===== src/rtl/pl_mem_pkg.sv =====
// Shared definitions for the PL memory engine: FSM state encoding and default job geometry.
// Used by pl_mem_engine and pl_accum.
package pl_mem_pkg;

    typedef enum logic [2:0] {
        ST_IDLE    = 3'd0,
        ST_RD_REQ  = 3'd1,
        ST_RD_WAIT = 3'd2,
        ST_WR      = 3'd3,
        ST_DONE    = 3'd4
    } state_t;

    localparam int unsigned DEF_DATA_W   = 32;
    localparam int unsigned DEF_ADDR_W   = 8;
    localparam int unsigned DEF_SRC_BASE = 0;
    localparam int unsigned DEF_DST_BASE = 128;
    localparam int unsigned DEF_LEN      = 16;

endpackage


===== src/rtl/pl_accum.sv =====
// Running-sum accumulator with synchronous clear and enable.
// Build option PL_SAT_EN: unsigned saturating add instead of modulo 2^DATA_W wrap-around.
module pl_accum #(
    parameter int unsigned DATA_W = 32
) (
    input  logic              clk,
    input  logic              rst,
    input  logic              clr,
    input  logic              en,
    input  logic [DATA_W-1:0] add_val,
    output logic [DATA_W-1:0] sum
);

    logic [DATA_W-1:0] acc;

`ifdef PL_SAT_EN
    logic [DATA_W:0] wide_sum;

    assign wide_sum = {1'b0, acc} + {1'b0, add_val};
    // Once the carry fires the result is pinned at all-ones; further adds keep it there.
    assign sum      = wide_sum[DATA_W] ? '1 : wide_sum[DATA_W-1:0];
`else
    assign sum = acc + add_val;
`endif

    // NOTE: async active-low reset; sequential state is written only with non-blocking assignments.
    always_ff @(posedge clk or negedge rst) begin
        if (!rst) begin
            acc <= '0;
        end else if (clr) begin
            acc <= '0;
        end else if (en) begin
            acc <= sum;
        end
    end

endmodule


===== src/rtl/pl_mem_engine.sv =====
// PL-side master on the shared PS/PL buffer: reads LEN words, writes back their running prefix sums.
// Build option PL_SAT_EN (in pl_accum): saturating instead of wrap-around accumulation.
module pl_mem_engine
    import pl_mem_pkg::*;
#(
    parameter int unsigned DATA_W   = DEF_DATA_W,
    parameter int unsigned ADDR_W   = DEF_ADDR_W,
    parameter int unsigned SRC_BASE = DEF_SRC_BASE,
    parameter int unsigned DST_BASE = DEF_DST_BASE,
    parameter int unsigned LEN      = DEF_LEN
) (
    input  logic              clk,
    input  logic              rst,
    input  logic              ready_for_pl,
    input  logic              launch_pl,
    input  logic [DATA_W-1:0] mem_rdata,
    output logic              we_pl,
    output logic [ADDR_W-1:0] address_pl,
    output logic [DATA_W-1:0] data_in_pl,
    output logic              finish_pl,
    output logic              busy
);

    localparam logic [ADDR_W:0]   LAST_IDX = (ADDR_W+1)'(LEN - 1);
    localparam logic [ADDR_W-1:0] SRC_A    = ADDR_W'(SRC_BASE);
    localparam logic [ADDR_W-1:0] DST_A    = ADDR_W'(DST_BASE);

    state_t            state, state_nxt;
    logic [ADDR_W:0]   idx, idx_nxt;
    logic              acc_clr, acc_en;
    logic [DATA_W-1:0] acc_sum;

    pl_accum #(.DATA_W(DATA_W)) u_accum (
        .clk     (clk),
        .rst     (rst),
        .clr     (acc_clr),
        .en      (acc_en),
        .add_val (mem_rdata),
        .sum     (acc_sum)
    );

    // NOTE: every always_comb output gets a default first so no path can infer a latch.
    always_comb begin
        state_nxt = state;
        idx_nxt   = idx;
        acc_clr   = 1'b0;
        acc_en    = 1'b0;
        case (state)
            ST_IDLE: begin
                if (launch_pl && ready_for_pl) begin
                    state_nxt = ST_RD_REQ;
                    idx_nxt   = '0;
                    acc_clr   = 1'b1;
                end
            end
            ST_RD_REQ: begin
                state_nxt = launch_pl ? ST_RD_WAIT : ST_IDLE;
            end
            ST_RD_WAIT: begin
                if (launch_pl) begin
                    acc_en    = 1'b1;
                    state_nxt = ST_WR;
                end else begin
                    state_nxt = ST_IDLE;
                end
            end
            ST_WR: begin
                if (!launch_pl) begin
                    state_nxt = ST_IDLE;
                end else if (idx == LAST_IDX) begin
                    state_nxt = ST_DONE;
                end else begin
                    idx_nxt   = idx + (ADDR_W+1)'(1);
                    state_nxt = ST_RD_REQ;
                end
            end
            ST_DONE: begin
                // The mux drops launch_pl once finish_pl is seen, so only ready_for_pl releases DONE.
                if (!ready_for_pl) begin
                    state_nxt = ST_IDLE;
                end
            end
            default: state_nxt = ST_IDLE;
        endcase
    end

    // Outputs are registered from the next state so they line up with the state they describe.
    always_ff @(posedge clk or negedge rst) begin
        if (!rst) begin
            state      <= ST_IDLE;
            idx        <= '0;
            we_pl      <= 1'b0;
            address_pl <= '0;
            data_in_pl <= '0;
            finish_pl  <= 1'b0;
            busy       <= 1'b0;
        end else begin
            state     <= state_nxt;
            idx       <= idx_nxt;
            we_pl     <= (state_nxt == ST_WR);
            finish_pl <= (state_nxt == ST_DONE);
            busy      <= (state_nxt == ST_RD_REQ) || (state_nxt == ST_RD_WAIT) ||
                         (state_nxt == ST_WR);
            case (state_nxt)
                ST_RD_REQ: address_pl <= SRC_A + idx_nxt[ADDR_W-1:0];
                ST_WR:     address_pl <= DST_A + idx[ADDR_W-1:0];
                default:   address_pl <= '0;
            endcase
            data_in_pl <= (state_nxt == ST_WR) ? acc_sum : '0;
        end
    end

endmodule


===== config.mk =====
export PLATFORM = sky130hd
export DESIGN_NAME = pl_mem_engine
export DESIGN_NICKNAME = d
export VERILOG_FILES = /design/src/rtl/pl_mem_pkg.sv /design/src/rtl/pl_accum.sv /design/src/rtl/pl_mem_engine.sv
export SDC_FILE = /design/constraint.sdc
export NUM_CORES = 1
export LEC_CHECK = 0
export ABC_AREA = 1
export CORE_MARGIN = 10
export CORE_UTILIZATION = 46
export DETAILED_ROUTE_END_ITERATION = 12
export GPL_TIMING_DRIVEN = 1
export PLACE_DENSITY = 0.66
export RECOVER_POWER = 25
export SLEW_MARGIN = 20
export SYNTH_ARGS = -nofsm -noshare
export SYNTH_HDL_FRONTEND = slang
export SYNTH_SLANG_ARGS = --single-unit

===== constraint.sdc =====
create_clock -name clk -period 2 [get_ports clk]
set_input_delay 0.3 -clock clk [delete_from_list [all_inputs] [get_ports clk]]
set_output_delay 0.3 -clock clk [all_outputs]
set_load 0.03 [all_outputs]

Yosys cells after proc, flatten, opt, wreduce, memory -nomap -nowiden
Cells that the tools add are included.
{"block": "op_classes", "add_sub_neg": 3, "n_eq_ne": 12, "mux": 19, "n_reduce_logical": 7}
{"op": "32-bit two-way mux", "count": 3}
{"op": "32-bit adder", "count": 1}
{"op": "9-bit two-way mux", "count": 3}
{"op": "9-bit one-hot mux with 2 select lines", "count": 1}
{"op": "8-bit one-hot mux with 2 select lines", "count": 1}
{"op": "3-bit one-hot mux with 5 select lines", "count": 1}
{"op": "3-bit by 2-bit equality test with 1-bit output (second input constant)", "count": 4}
{"op": "3-bit two-way mux", "count": 4}
{"op": "9-bit by 1-bit adder with 9-bit output (second input constant)", "count": 1}
{"op": "9-bit by 4-bit equality test with 1-bit output (second input constant)", "count": 1}
{"op": "8-bit adder (first input constant)", "count": 1}
{"op": "3-bit by 1-bit equality test with 1-bit output (second input constant)", "count": 2}
{"op": "3-bit equality test (second input constant)", "count": 2}
{"op": "2-bit inequality test (second input constant)", "count": 3}
{"op": "1-bit two-way mux", "count": 4}
{"op": "2-bit two-way mux", "count": 2}
{"op": "4-bit AND reduction", "count": 1}
{"op": "2-bit nonzero test", "count": 2}
{"op": "3-bit zero test", "count": 1}
{"op": "1-bit logical OR", "count": 2}
{"op": "1-bit logical AND", "count": 1}
{"block": "word_totals", "reg_bits": 87, "input_bits": 36, "out_inout_bits": 43}

Depth between registers and ports, before layout
Gate-level depths: netlist of the first run.
{"block": "logic_depth", "ltp_word": 7, "depth_mapped": 13}

Modules after synthesis
A second synthesis of the first run with hierarchy kept.
{"block": "hier_totals", "cells_unflattened": 865, "hier_area_um2": 6154.7}
{"mod": "pl_accum", "instances": 1, "cells_each": 628, "area_per_inst_um2": 3692.3, "seq_area_each_um2": 800.8}
{"mod": "pl_mem_engine", "instances": 1, "cells_each": 237, "area_per_inst_um2": 2462.4, "seq_area_each_um2": 1376.3}

Worst setup path before layout of the first run
OpenSTA, ideal clock, no wires.
{"block": "synth_timing", "path_kind": "register to register", "from": "register u_accum.acc[0]", "to": "register u_accum.acc[16]", "setup_ns": 0.132, "arrival_time_ns": 1.699, "required_time_ns": 1.868, "path_slack_ns": 0.168, "path_stages_with_launch": 11, "synth_period_minus_slack_ns": 1.832, "cell_sequence": "dfrtp_1 -> ha_1 -> fa_1 -> nand3_1 -> nand3_1 -> nand2_1 -> nand2_1 -> nand2_1 -> nand2_1 -> xnor2_1 -> o21ai_1"}
{"block": "synth_via", "elab_chain_cells": 3}
{"element": "start: declaration", "line_no": "pl_accum.sv:14", "source": "logic [DATA_W-1:0] acc;"}
{"element": "start signal: assignment", "line_no": "pl_accum.sv:33", "source": "acc <= sum;"}
{"element": "32-bit adder", "line_no": "pl_accum.sv:23", "source": "assign sum = acc + add_val;"}
{"element": "32-bit two-way mux", "line_no": "pl_accum.sv:32", "source": "end else if (en) begin"}
{"element": "32-bit two-way mux", "line_no": "pl_accum.sv:30", "source": "end else if (clr) begin"}
No other way between the ends. The select of a mux whose other input is x is not followed.
A chain may end at the register's enable or synchronous reset.

Final worst setup path of the first run
{"block": "layout_timing", "from": "input port mem_rdata[10]", "to": "register u_accum.acc[13]"}
{"block": "layout_via", "elab_chain_cells": 3}
{"element": "start: declaration", "line_no": "pl_mem_engine.sv:16", "source": "input logic [DATA_W-1:0] mem_rdata,"}
{"element": "32-bit adder", "line_no": "pl_accum.sv:23"}
{"element": "32-bit two-way mux", "line_no": "pl_accum.sv:32"}
{"element": "32-bit two-way mux", "line_no": "pl_accum.sv:30"}
No other way between the ends. The select of a mux whose other input is x is not followed.

==> run metrics, run 1 <==
status=completed; Synth-to-Final Area Change=39.1%; Slew headroom=37.8%; GRT overflow=0; initial antenna violation count=0; H-tree depth=3; leakage power=4.34 nW; share of cells above drive strength 1=17.4%; top-count cell post-synth=nand2_1; fin crit share=95.8%; pwr dens=1290 mW/mm²; crit-path cells=clkdlybuf4s50_1 > ha_4 > nand2_1 > inv_1 > nand2_1 > inv_1 > a21oi_1 > nand2_2 > buf_4 > xnor2_2 > o21ai_1; Synth area leader=dfrtp_1; Total GRT Usage=20.1%; post-synthesis cell area=0.00564 mm²; Routability Congestion=0.934; storage element area=0.00218 mm²; final hold viol count=0; DP Cell Count=1111; Data arrival, critical path=2.15 ns; I/O pins=79; Unique masters post-synth=33; Residual DRC=0; Buf+Inv Stages, Crit Path=4; CP max FO=4; CP max-delay cell=clkdlybuf4s50_1; Yosys warnings=0; Finished Core Util=65.3%; Multi-input gate area=0.00325 mm²; Clk Latency, worst-skew pair=0.35 ns; Post-synth EDFFs=0; met1 Use GR=25.7%; worst min-delay path category=register to register; DR pass1 iterations=5; Max-Cap Viols=0; Clock Path Buffers=2; CTS tree=yes; CP peak stage delay=0.55 ns; Final setup violation count=0; clk_skew=0.00978 ns; DR vias=5515; met3 GRT Util=3.87%; Pins Over Slew Limit=0; effective utilization at floorplan=46.9%; GR peak layer=met2; flops & latches, synth=87; GR Util met2=33.5%; CTS Sinks=87; post-synth net total=899; Die Wd=131 µm; post-synthesis sequential area ratio=38.6%; Post-synth ARST share=100%; Startpoint Class=input port; Final HPWL DP=13000 µm; unrepaired setup endpoints after global routing=true; Worst-Margin Slew=0.933 ns; Worst Setup End Kind=register; first-pass GRT wire length=27100 µm; Commonest cells post-synth=325 x nand2_1, 156 x inv_1, 87 x dfrtp_1; Fmax=0.522 GHz; CTS root buffer=clkbuf_16; Final Non-Filler Cells=1129; Die Ht=131 µm; share of the synthesized area in the top cell type=38.6%; synth top area cells=dfrtp_1 39%, nand2_1 22%, inv_1 10%; antenna cell count=0; Gate Count Post-Synth=830; Setup Crit Path Kind=input port to register; vias in the first global route=5550; routed len/inst=14.8 µm; Placement Rows=40; Period minus WS final=1.92 ns; Critical Path RT=2.24 ns; Vias/cell=4.88; antenna viol nets, final=0; cts bufs inserted=9; die area=0.0171 mm²; DRT Wirelength=16700 µm; VDD IR max=0.572 mV; NumNets Final=1046; CP delay by family, top=buffers and inverters; Main synth FF type=dfrtp_1; CTS clk-pin slew, worst paths=0.06 ns; Core Region=0.0120 mm²; pin count of the biggest net entering global routing=39; drt initial violations=386; Avg Cell Area, Syn=6.79 µm²; input/output buffers=78; Filler Cells Inserted=1059
## through the flow
stage | hold WS, ns | worst slack [ns] | power, mW | TNS, ns | area, µm²
6_report | 0.489 | 0.0837 | 10.1 | 0 | 7840
5_1_grt | 0.515 | -0.0349 | 10.9 | -0.183 | 7840
4_1_cts | 0.486 | -0.0257 | 9.46 | -0.0257 | 7410
3_5_place_dp | 0.304 | -0.406 | 7.53 | -15.42 | 7060
3_3_place_gp | 0.291 | -0.440 | 7.47 | -15.27 | 7060
2_1_floorplan | 0.00441 | 0.168 | 5.56 | 0 | 5640
## cells in the final DEF, fill, tap and decap left out, types with 13 or more instances in the layout
cell / count
nor2_1: 51
buf_4: 63
nand3_1: 43
ha_4: 16
o21ai_1: 18
a21oi_1: 13
nand2_2: 23
inv_1: 156
dfrtp_1: 87
nand2_1: 301
ha_1: 13
clkdlybuf4s50_1: 77
## where the power goes
part / internal, mW / total [mW] / switching [mW]
clock: 1.10 / 1.83 / 0.738
sequential: 2.17 / 2.48 / 0.311
combinational: 2.46 / 5.78 / 3.32
total: 5.72 / 10.1 / 4.37
## final cells by class
type                            instances  area share, %
Sequential cell                        87           27.8
Tap cell                              147           2.35
Clock inverter                          7           1.21
Clock buffer                            9           2.87
Timing Repair Buffer                  146           16.7
Inverter                              159           7.67
Multi-Input combinational cell        574           41.4
## final timing paths
| kind | cells past startpoint | slack (ns) | from | endpoint |
|---|---|---|---|---|
| worst max-delay path | 11 | 0.08 | mem_rdata[10] | u_accum.acc[13] |
| worst min-delay path | 2 | 0.49 | u_accum.acc[25] | u_accum.acc[25] |
| worst max register to register | 12 | 0.12 | u_accum.acc[13] | u_accum.acc[22] |
| worst min register to register | 2 | 0.49 | u_accum.acc[25] | u_accum.acc[25] |
| max in group asynchronous | 3 | 0.30 | rst | u_accum.acc[11] |
| min in group asynchronous | 2 | 0.62 | rst | idx[8] |
## layer usage
layer | vias up | part of all wire, %
li1 | 2818 | -
met1 | 2570 | 45
met2 | 110 | 47
met3 | 17 | 5.6
met4 | 0 | 1.7
met5 | - | 0
## cells by family after synthesis
group	Yosys count	synth area share (%)
simple gates	468	33.9
xor+xnor	18	2.80
fa+ha+maj	33	7.46
flops	87	38.6
compound gates	55	5.26
buf+inv	169	12.0
## worst min-delay path: stages, from the launching register on
cell and delay (ns):
dfrtp_1 0.35, nand2_1 0.05, nand2_1 0.05
## repair_timing
action                                  4_1_cts  5_1_grt
pin swaps                                     0        7
cloned                                        0        0
resized for setup                             4       85
hold endpoints to repair                     31        0
hold buffers                                  1        0
setup buffers                                 0        1
endpoints found under the setup margin       13       43
## state kept, by name, summed over array words and instances, names as in the netlist
signal and cells:
busy 1, u_accum.acc 32, idx 9, data_in_pl 32, state 3, finish_pl 1
we_pl 1, address_pl 8
No activity file was read; power rests on OpenSTA's default activity.
==> inputs of run 2 (changes only) <==
--- a/config.mk
+++ b/config.mk
@@ -6,6 +6,7 @@
 export NUM_CORES = 1
 export LEC_CHECK = 0
 export ABC_AREA = 1
+export CAP_MARGIN = 25
 export CORE_MARGIN = 10
 export CORE_UTILIZATION = 46
 export DETAILED_ROUTE_END_ITERATION = 12
==> results of run 2 <==
No change in the layout: final DEF, timing and power equal those of run 1.
==> inputs of run 3 (changes only) <==
--- a/config.mk
+++ b/config.mk
@@ -10,8 +10,10 @@
 export CORE_MARGIN = 10
 export CORE_UTILIZATION = 46
 export DETAILED_ROUTE_END_ITERATION = 12
+export DONT_BUFFER_PORTS = 1
 export GPL_TIMING_DRIVEN = 1
-export PLACE_DENSITY = 0.66
+export MAX_ROUTING_LAYER = met4
+export PLACE_DENSITY = 0.58
 export RECOVER_POWER = 25
 export SLEW_MARGIN = 20
 export SYNTH_ARGS = -nofsm -noshare
==> run 3 against run 2 <==
Net effect:
- cell count down 10%
- sequential share of layout area increased by 4.7 points
- worst setup slack better by 0.023 ns
- the flow now finishes with violations (hold timing)
- critical path type is now register to register
==> run metrics, run 3 (synthesized netlist as in run 1, its figures left out) <==
status=complete, but fails checks; violated checks=hold timing; Max-Cap Viols=0 (unchanged); Residual DRC=0 (unchanged); Data arrival, critical path=2.13 ns (-0.02 ns); CP max FO=4 (unchanged); Critical Path RT=2.24 ns (about the same); Final setup violation count=0 (unchanged); NumNets Final=933 (-11%); Worst-Margin Slew=0.895 ns (-0.0385 ns); Startpoint Class=register; worst min-delay path category=input port to asynchronous set/reset pin; share of cells above drive strength 1=15.1% (-2.3 points); H-tree depth=3 (unchanged); met1 Use GR=23.2% (-2.4 points); GR Util met2=29.9% (-3.6 points); pwr dens=1360 mW/mm² (+5.9%); Total GRT Usage=18.7% (-1.4 points); CTS Sinks=87 (unchanged); Routability Congestion=0.954 (+2.1%); DR pass1 iterations=4 (-1); Die Ht=131 µm (unchanged); Synth-to-Final Area Change=19.0%; DR vias=5057 (-8.3%); Clk Latency, worst-skew pair=0.35 ns (about the same); Area after DPL=0.00598 mm² (-15%); DP Cell Count=998 (-10%); post-route design area=0.00671 mm² (-14%); VDD IR max=0.639 mV (+12%); Worst Setup End Kind=register; Filler Cells Inserted=1231 (+16%); GR peak layer=met2; Final HPWL DP=11900 µm (-8.5%); first-pass GRT wire length=24200 µm (-10%); fin crit share=94.7% (-1.2 points); Core Region=0.0120 mm² (unchanged); drt initial violations=328 (-15%); antenna cell count=0 (unchanged); Placement Rows=40 (unchanged); Vias/cell=4.98 (+1.9%); final hold viol count=87 (+87); pin count of the biggest net entering global routing=88 (+130%); Slew headroom=40.2% (+2.4 points); I/O pins=79 (unchanged); leakage power=3.83 nW (-12%); effective utilization at floorplan=46.9% (unchanged); Period minus WS final=1.89 ns (-0.0231 ns); Fmax=0.528 GHz (+1.2%); clk_skew=0.00774 ns (-0.00204 ns); input/output buffers=0 (-100%); cts bufs inserted=9 (unchanged); CTS clk-pin slew, worst paths=0.07 ns (about the same); Top Registers=data_in_pl: 32 flops, u_accum.acc: 32 flops, idx: 9 flops; antenna viol nets, final=0 (unchanged); CTS tree=yes; Pins Over Slew Limit=0 (unchanged); Fin Hold WS=-0.367 ns (-0.855 ns); storage element area=0.00218 mm² (unchanged); Final Non-Filler Cells=1016 (-10%); most common cell after layout, fill and taps aside=nand2_1; routed len/inst=15.2 µm (+2.7%); GRT overflow=0 (unchanged); DRT Wirelength=15400 µm (-7.6%); CTS root buffer=clkbuf_16; vias in the first global route=4826 (-13%); initial antenna violation count=0 (unchanged); die area=0.0171 mm² (unchanged); Setup Crit Path Kind=register to register; Die Wd=131 µm (unchanged); Multi-input gate area=0.00318 mm² (-2.0%); met3 GRT Util=3.34% (-0.52 points); commonest non-fill, non-tap cells in the layout=305 x nand2_1, 154 x inv_1, 87 x dfrtp_1; Clock Path Buffers=2 (unchanged)
run 3: final cells by class:
class,count,area share (%)
clock buffer,10,3.56
sequential,87,32.4
clock inverter,6,1.12
inverter,159,9.02
multi-input combinational,574,47.4
timing repair buffer,33,3.69
tap,147,2.74
run 3: report_power, final:
part	internal (mW)	leakage, nW	switching (mW)	total [mW]
registers	2.17	1.19	0.484	2.65
clock network	1.02	0.152	0.761	1.78
logic	1.88	2.49	2.83	4.71
total	5.07	3.83	4.07	9.15
run 3: layer usage:
layer | routed length (µm) | share of wire (%)
met5 | 0 | 0
met4 | 265 | 1.7
met3 | 745 | 4.8
met2 | 7360 | 48
met1 | 7050 | 46
run 3: worst max-delay path, stage by stage, from the launching register on:
cell	delay [ns]
dfrtp_1	0.38
ha_2	0.19
fa_2	0.42
nand3_1	0.10
nand3_2	0.09
nand2_1	0.09
nand2_2	0.11
nand2_1	0.09
nand2_2	0.08
xnor2_2	0.15
o21ai_1	0.08
run 3: what timing repair did:
item                                    CTS  global route
resized for setup                         6            74
pin swaps                                 0            10
endpoints found under the hold margin    87            87
endpoints found under the setup margin   16            47
buffers inserted                          0             2
run 3: path summary, 6_finish.rpt:
| kind | start | to | slack [ns] | cells after the start |
|---|---|---|---|---|
| max reg2reg | u_accum.acc[0] | u_accum.acc[16] | 0.11 | 10 |
| max in group asynchronous | rst | u_accum.acc[21] | 2.25 | 0 |
| min in group clk | launch_pl | idx[7] | 0.13 | 2 |
| min reg2reg | u_accum.acc[28] | u_accum.acc[28] | 0.49 | 2 |
| max | u_accum.acc[0] | u_accum.acc[16] | 0.11 | 10 |
| min | rst | data_in_pl[4] | -0.37 | 0 |
run 3: through the flow:
step | TNS, ns | utilization [%] | worst slack (ns) | power, mW
after detailed placement | -0.268 | 49.8 | -0.0656 | 6.79
after floorplan | 0 | - | 0.168 | 5.56
final | 0 | 55.9 | 0.107 | 9.15
after global routing | -0.0361 | 55.9 | -0.0151 | 9.95
after global placement | -0.131 | 49.8 | -0.0422 | 6.73
after CTS | 0 | 52.6 | 0.00392 | 8.65
